## src/rtl/vga_pkg.sv

```systemverilog
// rtl/vga_pkg.sv - mode encodings, default 640x480@60 timing and pipeline tag for the VGA scan-out engine
package vga_pkg;

  localparam logic [1:0] MODE_FB1X  = 2'd0;
  localparam logic [1:0] MODE_FB2X  = 2'd1;
  localparam logic [1:0] MODE_BARS  = 2'd2;
  localparam logic [1:0] MODE_BLANK = 2'd3;

  localparam int DEF_H_ACTIVE = 640;
  localparam int DEF_H_FP     = 16;
  localparam int DEF_H_SYNC   = 96;
  localparam int DEF_H_BP     = 48;
  localparam int DEF_V_ACTIVE = 480;
  localparam int DEF_V_FP     = 10;
  localparam int DEF_V_SYNC   = 2;
  localparam int DEF_V_BP     = 33;

  // Everything about one pixel that must travel alongside its framebuffer read.
  typedef struct packed {
    logic       hs;
    logic       vs;
    logic       de;
    logic [9:0] h;
    logic [9:0] v;
    logic [2:0] bar;
    logic [1:0] mode;
  } pix_tag_t;

endpackage

```

## src/rtl/vga_timing_gen.sv

```systemverilog
// rtl/vga_timing_gen.sv - stage-0 h/v counters, raw sync/display windows and frame-start tick
module vga_timing_gen
  import vga_pkg::*;
#(
  parameter int H_ACTIVE = DEF_H_ACTIVE,
  parameter int H_FP     = DEF_H_FP,
  parameter int H_SYNC   = DEF_H_SYNC,
  parameter int H_BP     = DEF_H_BP,
  parameter int V_ACTIVE = DEF_V_ACTIVE,
  parameter int V_FP     = DEF_V_FP,
  parameter int V_SYNC   = DEF_V_SYNC,
  parameter int V_BP     = DEF_V_BP
) (
  input  logic       clk,
  input  logic       rst,
  input  logic       pix_ce,
  output logic [9:0] h,
  output logic [9:0] v,
  output logic       hs_raw,
  output logic       vs_raw,
  output logic       de_raw,
  output logic       h_last,
  output logic       frame_wrap,
  output logic       frame_tick
);

  localparam int H_TOTAL = H_ACTIVE + H_FP + H_SYNC + H_BP;
  localparam int V_TOTAL = V_ACTIVE + V_FP + V_SYNC + V_BP;

  logic [9:0] h_q, h_d;
  logic [9:0] v_q, v_d;
  logic       v_last;

  always_comb begin
    h_last     = (h_q == 10'(H_TOTAL - 1));
    v_last     = (v_q == 10'(V_TOTAL - 1));
    frame_wrap = h_last && v_last;
    h_d        = h_last ? 10'd0 : h_q + 10'd1;
    v_d        = v_q;
    if (h_last) begin
      v_d = v_last ? 10'd0 : v_q + 10'd1;
    end
  end

  always_ff @(posedge clk) begin
    if (rst) begin
      h_q <= '0;
      v_q <= '0;
    end else if (pix_ce) begin
      h_q <= h_d;
      v_q <= v_d;
    end
  end

  assign h          = h_q;
  assign v          = v_q;
  assign hs_raw     = (h_q >= 10'(H_ACTIVE + H_FP)) && (h_q < 10'(H_ACTIVE + H_FP + H_SYNC));
  assign vs_raw     = (v_q >= 10'(V_ACTIVE + V_FP)) && (v_q < 10'(V_ACTIVE + V_FP + V_SYNC));
  assign de_raw     = (h_q < 10'(H_ACTIVE)) && (v_q < 10'(V_ACTIVE));
  assign frame_tick = pix_ce && (h_q == 10'd0) && (v_q == 10'd0);

endmodule

```

## src/rtl/vga_scanout.sv

```systemverilog
// rtl/vga_scanout.sv - VGA scan-out: mode latch, multiplier-free fb addressing, 2-tick pixel pipeline
module vga_scanout
  import vga_pkg::*;
#(
  parameter int H_ACTIVE = DEF_H_ACTIVE,
  parameter int H_FP     = DEF_H_FP,
  parameter int H_SYNC   = DEF_H_SYNC,
  parameter int H_BP     = DEF_H_BP,
  parameter int V_ACTIVE = DEF_V_ACTIVE,
  parameter int V_FP     = DEF_V_FP,
  parameter int V_SYNC   = DEF_V_SYNC,
  parameter int V_BP     = DEF_V_BP,
  parameter int SYNC_POL = 0,
  parameter int ADDR_W   = 19
) (
  input  logic              clk,
  input  logic              rst,
  input  logic              pix_ce,
  input  logic [1:0]        mode,
  output logic [ADDR_W-1:0] fb_addr,
  input  logic [11:0]       fb_data,
  output logic [3:0]        r,
  output logic [3:0]        g,
  output logic [3:0]        b,
  output logic              hs,
  output logic              vs,
  output logic              de,
  output logic [9:0]        row_addr,
  output logic [9:0]        col_addr,
  output logic              frame_start
);

  localparam logic SYNC_INACT = (SYNC_POL == 0);
  localparam int   BAR_W      = H_ACTIVE / 8;

  logic [9:0] h, v;
  logic       hs_raw, vs_raw, de_raw, h_last, frame_wrap, frame_tick;

  vga_timing_gen #(
    .H_ACTIVE(H_ACTIVE), .H_FP(H_FP), .H_SYNC(H_SYNC), .H_BP(H_BP),
    .V_ACTIVE(V_ACTIVE), .V_FP(V_FP), .V_SYNC(V_SYNC), .V_BP(V_BP)
  ) u_timing (
    .clk        (clk),
    .rst        (rst),
    .pix_ce     (pix_ce),
    .h          (h),
    .v          (v),
    .hs_raw     (hs_raw),
    .vs_raw     (vs_raw),
    .de_raw     (de_raw),
    .h_last     (h_last),
    .frame_wrap (frame_wrap),
    .frame_tick (frame_tick)
  );

  logic [1:0]        active_mode_q, active_mode_d;
  logic              is_fb;
  logic [ADDR_W-1:0] col_off;
  logic [ADDR_W-1:0] line_base_q, line_base_d;
  logic [ADDR_W-1:0] fb_addr_q, fb_addr_d;
  logic [9:0]        bar_px_q, bar_px_d;
  logic [2:0]        bar_k_q, bar_k_d;
  pix_tag_t          tag_q, tag_d;
  logic [3:0]        r_q, r_d, g_q, g_d, b_q, b_d;
  logic              hs_q, hs_d, vs_q, vs_d, de_q, de_d;
  logic [9:0]        row_q, row_d, col_q, col_d;
  logic              frame_start_q, frame_start_d;

  // Stage 0: the (0,0) tick already uses the newly latched mode so a frame never mixes modes.
  always_comb begin
    active_mode_d = frame_tick ? mode : active_mode_q;
    is_fb         = (active_mode_d == MODE_FB1X) || (active_mode_d == MODE_FB2X);
    col_off       = (active_mode_d == MODE_FB2X) ? ADDR_W'(h >> 1) : ADDR_W'(h);

    line_base_d = line_base_q;
    if (h_last) begin
      if (frame_wrap) begin
        line_base_d = '0;
      end else if (active_mode_d == MODE_FB1X) begin
        line_base_d = line_base_q + ADDR_W'(H_ACTIVE);
      end else if ((active_mode_d == MODE_FB2X) && v[0]) begin
        line_base_d = line_base_q + ADDR_W'(H_ACTIVE / 2);
      end
    end

    fb_addr_d = fb_addr_q;
    if (!is_fb) begin
      fb_addr_d = '0;
    end else if (de_raw) begin
      fb_addr_d = line_base_q + col_off;
    end

    bar_px_d = bar_px_q;
    bar_k_d  = bar_k_q;
    if (h_last) begin
      bar_px_d = '0;
      bar_k_d  = '0;
    end else if (h < 10'(H_ACTIVE)) begin
      if (bar_px_q == 10'(BAR_W - 1)) begin
        bar_px_d = '0;
        bar_k_d  = bar_k_q + 3'd1;
      end else begin
        bar_px_d = bar_px_q + 10'd1;
      end
    end

    tag_d.hs   = hs_raw;
    tag_d.vs   = vs_raw;
    tag_d.de   = de_raw;
    tag_d.h    = h;
    tag_d.v    = v;
    tag_d.bar  = bar_k_q;
    tag_d.mode = active_mode_d;
    frame_start_d = frame_tick;
  end

  // Stage 1: fb_data now holds the word addressed one tick earlier.
  always_comb begin
    r_d = '0;
    g_d = '0;
    b_d = '0;
    if (tag_q.de) begin
      case (tag_q.mode)
        MODE_FB1X, MODE_FB2X: {b_d, g_d, r_d} = fb_data;
        MODE_BARS: begin
          r_d = {4{tag_q.bar[2]}};
          g_d = {4{tag_q.bar[1]}};
          b_d = {4{tag_q.bar[0]}};
        end
        default: ;
      endcase
    end
    hs_d  = tag_q.hs ^ SYNC_INACT;
    vs_d  = tag_q.vs ^ SYNC_INACT;
    de_d  = tag_q.de;
    row_d = tag_q.v;
    col_d = tag_q.h;
  end

  always_ff @(posedge clk) begin
    if (rst) begin
      active_mode_q <= MODE_FB1X;
      line_base_q   <= '0;
      fb_addr_q     <= '0;
      bar_px_q      <= '0;
      bar_k_q       <= '0;
      tag_q         <= '0;
      r_q           <= '0;
      g_q           <= '0;
      b_q           <= '0;
      hs_q          <= SYNC_INACT;
      vs_q          <= SYNC_INACT;
      de_q          <= 1'b0;
      row_q         <= '0;
      col_q         <= '0;
      frame_start_q <= 1'b0;
    end else begin
      frame_start_q <= frame_start_d;
      if (pix_ce) begin
        active_mode_q <= active_mode_d;
        line_base_q   <= line_base_d;
        fb_addr_q     <= fb_addr_d;
        bar_px_q      <= bar_px_d;
        bar_k_q       <= bar_k_d;
        tag_q         <= tag_d;
        r_q           <= r_d;
        g_q           <= g_d;
        b_q           <= b_d;
        hs_q          <= hs_d;
        vs_q          <= vs_d;
        de_q          <= de_d;
        row_q         <= row_d;
        col_q         <= col_d;
      end
    end
  end

  assign fb_addr     = fb_addr_q;
  assign r           = r_q;
  assign g           = g_q;
  assign b           = b_q;
  assign hs          = hs_q;
  assign vs          = vs_q;
  assign de          = de_q;
  assign row_addr    = row_q;
  assign col_addr    = col_q;
  assign frame_start = frame_start_q;

endmodule

```

## config.mk

```make
export PLATFORM = sky130hd
export DESIGN_NAME = vga_scanout
export DESIGN_NICKNAME = d
export VERILOG_FILES = /design/src/rtl/vga_pkg.sv /design/src/rtl/vga_timing_gen.sv /design/src/rtl/vga_scanout.sv
export SDC_FILE = /design/constraint.sdc
export NUM_CORES = 1
export LEC_CHECK = 0
export CAP_MARGIN = 0
export CORE_UTILIZATION = 40
export DETAILED_ROUTE_END_ITERATION = 10
export PLACE_DENSITY = 0.62
export SLEW_MARGIN = 20
export SYNTH_ARGS = -nofsm -noshare
export SYNTH_HDL_FRONTEND = slang
export SYNTH_HIERARCHICAL = 1
export SYNTH_SLANG_ARGS = --single-unit
```

## constraint.sdc

```tcl
create_clock -name clk -period 9.5 [get_ports clk]
set_input_delay 2.85 -clock clk [delete_from_list [all_inputs] [get_ports clk]]
set_output_delay 2.85 -clock clk [all_outputs]
set_load 0.03 [all_outputs]
```

# Yosys cells after proc, flatten, opt, wreduce, memory -nomap -nowiden
# Cells that the tools add are included.
# totals
regBits,135
out_inout_bits,55
wordCells,86
# op_classes
add_sub_neg,7
order_cmp,6
n_eq_ne,7
muxes,21
bitwise,2
reduce_logical,21
# ops
cell,count
$mux W19,5
$mux W10,6
$add A10 B1 Y10 const B,3
$pmux W4 S2,3
$eq A10 B10 Y1 const B,2
$logic_not A10 Y1,2
$lt A10 B10 Y1 const B,2
$lt A10 B9 Y1 const B,2
$add A19 B10 Y19,1
$add A19 B10 Y19 const B,1
$add A19 B9 Y19 const B,1
$mux W4,3
$eq A10 B7 Y1 const B,1
$ge A10 B10 Y1 const B,1
$ge A10 B9 Y1 const B,1
$mux W3,3
$logic_and A1 B1 Y1,7
$reduce_and A2 Y1,3
$reduce_and A3 Y1,2
$eq A2 B1 Y1 const B,2
$logic_not A2 Y1,2
$reduce_bool A2 Y1,2
$add A3 B1 Y3 const B,1
$reduce_bool A3 Y1,1
6 further kinds,7

# Logic depth before layout (Yosys ltp)
# depth
depth_word,9
ltp_mapped,16
depth_no_buf,14

# By module
# Netlist, hierarchy kept.
# by_module_without_submodules
mod,n_inst,cells_each,area_per_inst_um2,seq_area_each_um2
vga_scanout,1,535,4775.8,2182.1
vga_timing_gen,1,147,1192.4,400.4

# Worst setup path after synthesis
# No wires, ideal clock.
# synth_path
path_type,input -> register
startpoint,input port pix_ce
endpoint,register fb_addr_q[15] (netlist: fb_addr[15])
setup_ns,0.127
arrival_ns,5.872
setup_slack_ns,3.501
stages,15
path_buffers,3
path_cell_list,clkbuf_1 -> nor4bb_1 -> nand4_1 -> nor4_1 -> buf_6 -> nand3b_1 -> o21ai_0 -> clkbuf_1 -> mux2_2 -> ha_1 -> a211oi_1 -> o21bai_1 -> nand3_1 -> xor2_1 -> o21ai_0
# synth_via
elab_chain_cells,8
elab_cells_between_ends,12
# synth_lines
element,line_no,source
from (decl),vga_scanout.sv:18,"input logic pix_ce,"
$logic_and A1 B1 Y1 (*) (2 in a row),vga_timing_gen.sv:60,assign frame_tick = pix_ce && (h_q == 10'd0) && (v_q == 10'd0);
named net frame_start_d,vga_scanout.sv:67,"logic frame_start_q, frame_start_d;"
$mux W2 (*),vga_scanout.sv:71,active_mode_d = frame_tick ? mode : active_mode_q;
$eq A2 B1 Y1,"vga_scanout.sv:72, vga_scanout.sv:73",
$mux W10,vga_scanout.sv:73,col_off = (active_mode_d == MODE_FB2X) ? ADDR_W'(h >> 1) : ADDR_W'(h);
$add A19 B10 Y19,vga_scanout.sv:90,fb_addr_d = line_base_q + col_off;
$mux W19,vga_scanout.sv:89,end else if (de_raw) begin
$mux W19,vga_scanout.sv:87,if (!is_fb) begin
to (signal assigned),vga_scanout.sv:162,fb_addr_q <= fb_addr_d;
to (decl),vga_scanout.sv:60,"logic [ADDR_W-1:0] fb_addr_q, fb_addr_d;"
# The timed path passes the listed nets; every way through them passes the cells marked *. The select of a mux whose other input is x is not followed.
# A chain may end at the register's enable or synchronous reset.

# Worst setup path in the final report
# layout_path
startpoint,input port pix_ce
endpoint,register fb_addr_q[18] (netlist: fb_addr[18])
# Same word-level chain as after synthesis.

==> summary.log <==
[status] status complete, no violations
[clock_network] Post-CTS Hold Buffers 0
[timing] Clock Skew 0.00561 ns
[timing] accumulated negative setup slack 0 ns
[worst_setup_path] nature of the critical path endpoint register
[routing] total number of vias 5022
[clock_network] Max H-tree Level 4
[clock_network] CTS buffer count 17
[global_route] number of global-route vias before repair 4896
[synth] portion of synthesized cell area occupied by the leading cell type 43.3%
[worst_setup_path] kind of start point of the critical path primary input
[routing] met3 wire length 398 um
[worst_setup_path] critical setup path kind in -> reg
[die] Core Region 0.0145 mm2
[clock_network] clock buffer depth 2
[routing] routed length per instance 14.7 um
[routing] routed metal-1 wirelength 6440 um
[timing] crit share post-route 67.9%
[clock_network] count of clock tree sinks 129
[place] cell area after placement 0.00677 mm2
[synth] synth top area cells sky130_fd_sc_hd__dfxtp_1 43%, sky130_fd_sc_hd__mux2i_1 7.7%, sky130_fd_sc_hd__nor2_1 6.4%
[final_layout] antenna cells 0
[routing] Post-Route WL 13700 um
[die] Initial Utilization 41.1%
[synth] most used standard cell by instance count after synthesis sky130_fd_sc_hd__dfxtp_1
[timing] unrepaired setup endpoints after global routing no
[worst_hold_path] type of the tightest min-delay check reg -> reg
[place] Final HPWL DP 9200 um
[timing] max-slew violation count 0
[routing] post-detailed-route DRC marker count 0
[clock_network] post-CTS resize count 0
[worst_setup_path] arrival time at the worst endpoint 6.80 ns
[clock_network] clock root buffer sky130_fd_sc_hd__clkbuf_16
[synth] Synth Register Bits 129
[worst_setup_path] required time of the worst setup path 9.85 ns
[final_layout] share of cells above drive strength 1 7.35%
[synth] fraction of synthesis flops using an asynchronous set or reset pin 0%
[synth] top flip-flop cell by instance count after synthesis sky130_fd_sc_hd__dfxtp_1
[power_and_ir_drop] Power per Cell Area 189 mW/mm2
[die] chip width 124 um
[power_and_ir_drop] total chip power 0.00141 W
[global_route] antenna violations before repair 0
[timing] worst slew slack as a fraction of its limit 34.2%
[synth] synth warn 6
[synth] synthesized netlist cell count 682
[routing] via-per-instance ratio 5.39
[synth] synthesized netlist net count 713
[timing] setup violation total in the final timing report 0
[timing] Worst Max-Slew Pin Slew 0.979 ns
[final_layout] layout overhead on the synthesized area 25.2%
[synth] synth unique cells 60
[power_and_ir_drop] VDD IR-drop max 0.122 mV
[worst_setup_path] largest fanout of any net on the critical path 25
[timing] Final Hold Viols 0
[clock_network] post-CTS setup buffers 0
[die] row count 44
[final_layout] number of nets in the layout 766
[routing] number of violations reported at the end of detailed-routing iteration 0 292
[global_route] overall overflow remaining after global route 0
[clock_network] clock input transition at the sequential cells of the worst setup and hold paths 0.06 ns
[global_route] maximum number of pins on one net before global-route repair 60
[synth] library cell occupying the most area in the post-synthesis netlist sky130_fd_sc_hd__dfxtp_1
[place] Port Buf Inserts 71
[timing] maximum clock frequency 0.155 GHz
[die] floorplan die height 124 um
[run] # Max-Cap Violations 0
[final_layout] area of all placed cells without fillers 0.00747 mm2
[timing] clock period minus worst slack 6.45 ns
[clock_network] CTS tree built
[routing] WL met2 6680 um
[synth] number of enable-type register cells in the synthesized netlist 0
[power_and_ir_drop] leakage power total 2.81 nW
[synth] mean instance size in the synthesized netlist 8.75 um2
[synth] part of the Yosys area used for sequential elements 43.3%
[routing] Top Metal Used met4
[synth] Post-synth top cells 129 x sky130_fd_sc_hd__dfxtp_1, 101 x sky130_fd_sc_hd__nor2_1, 49 x sky130_fd_sc_hd__nand2_1, 46 x sky130_fd_sc_hd__mux2i_1, 39 x sky130_fd_sc_hd__o21ai_0
[global_route] gr usage total 19.1%
[place] placer congestion estimate 0.829
[routing] number of nets with antenna violations after detailed routing 0
[clock_network] Clock Latency Late Sink 0.42 ns
[routing] first-pass detailed-route iteration total 4
[die] die area 0.0154 mm2
[die] io pins 72
[synth] post-synthesis cell area 0.00597 mm2
[final_layout] fillcell total 1371
[global_route] global-route wire length before repair 22900 um
## placed cells by master, fill, tap and decap left out, types with 14 or more instances in the layout
master	n
sky130_fd_sc_hd__nor2_1	101
sky130_fd_sc_hd__nor3_1	21
sky130_fd_sc_hd__xnor2_1	17
sky130_fd_sc_hd__inv_1	25
sky130_fd_sc_hd__a21oi_1	29
sky130_fd_sc_hd__xor2_1	14
sky130_fd_sc_hd__dfxtp_1	129
sky130_fd_sc_hd__clkbuf_16	17
sky130_fd_sc_hd__clkdlybuf4s50_1	69
sky130_fd_sc_hd__ha_1	14
sky130_fd_sc_hd__o21ai_0	38
sky130_fd_sc_hd__mux2i_1	46
sky130_fd_sc_hd__a22oi_1	17
sky130_fd_sc_hd__nand3_1	18
sky130_fd_sc_hd__nand2_1	49
## worst paths after layout
path	endpoint	slack, ns	start	cells past startpoint
max	fb_addr[18]	3.05	pix_ce	13
max reg2reg	fb_addr[18]	5.14	u_timing/h[1]	14
min reg2reg	fb_addr[15]	0.45	fb_addr[15]	2
min	fb_addr[15]	0.45	fb_addr[15]	2
## final cells by class
cell class | count | area (um2) | area share (%)
Multi-Input combinational cell | 487 | 3120 | 41.8
Inverter | 25 | 93.8 | 1.26
Timing Repair Buffer | 75 | 736 | 9.84
Sequential cell | 129 | 2580 | 34.6
Clock inverter | 13 | 255 | 3.42
Tap cell | 184 | 230 | 3.08
Clock buffer | 19 | 453 | 6.06
## metal layers
layer  GRT usage, %  up-vias
met5              0        -
met3           4.53       18
li1               -     2513
met2           31.8       75
met1           23.5     2416
met4           7.89        0
## cells by family after synthesis
family                   after synthesis  share of synthesized area [%]
XOR/XNOR                              31                           4.55
AND/OR/NAND/NOR                      259                           21.7
buffers and inverters                 66                           4.51
multiplexers                          50                           8.47
flip-flops                           129                           43.3
adder cells (fa/ha/maj)               14                           2.94
AO/OA/AOI/OAI                        133                           14.5
## flip-flops by register name (all words and copies together) (netlist names), 3 cells and up
| name | flops |
|---|---|
| fb_addr | 19 |
| g | 4 |
| b | 4 |
| bar_px_q | 10 |
| tag_q | 7 |
| u_timing/h | 10 |
| row_addr | 10 |
| col_d | 10 |
| col_addr | 10 |
| u_timing/v | 10 |
| row_d | 10 |
| line_base_q | 13 |
| r | 4 |
| bar_k_q | 3 |
## report_power, final
group / switching, W / internal, W
registers: 0.00000662 / 0.000548
logic: 0.0000473 / 0.0000313
clock network: 0.000244 / 0.000533
total: 0.000298 / 0.00111
## critical path, cell delays in order
cell                       delay [ns]
sky130_fd_sc_hd__buf_4           0.28
sky130_fd_sc_hd__nor4bb_1        0.29
sky130_fd_sc_hd__nand4_1         0.15
sky130_fd_sc_hd__nor4_2          0.83
sky130_fd_sc_hd__nand3b_1        0.15
sky130_fd_sc_hd__o21ai_1         0.48
sky130_fd_sc_hd__mux2_2          0.41
sky130_fd_sc_hd__ha_1            0.33
sky130_fd_sc_hd__o21ai_0         0.12
sky130_fd_sc_hd__o21bai_1        0.43
sky130_fd_sc_hd__nand3_1         0.17
sky130_fd_sc_hd__xor2_1          0.17
sky130_fd_sc_hd__o21ai_0         0.14
## per-stage QoR
step                cells  hold slack [ns]  setup WS (ns)  utilization (%)
floorplan             682            0.441           3.50                -
global placement      900            0.443           2.81             46.5
detailed placement    900            0.444           2.55             46.5
CTS                   932            0.457           2.95             51.4
global route          932            0.495           2.74             51.4
finish                932            0.451           3.05             51.4
No activity file was read; power rests on OpenSTA's default activity.
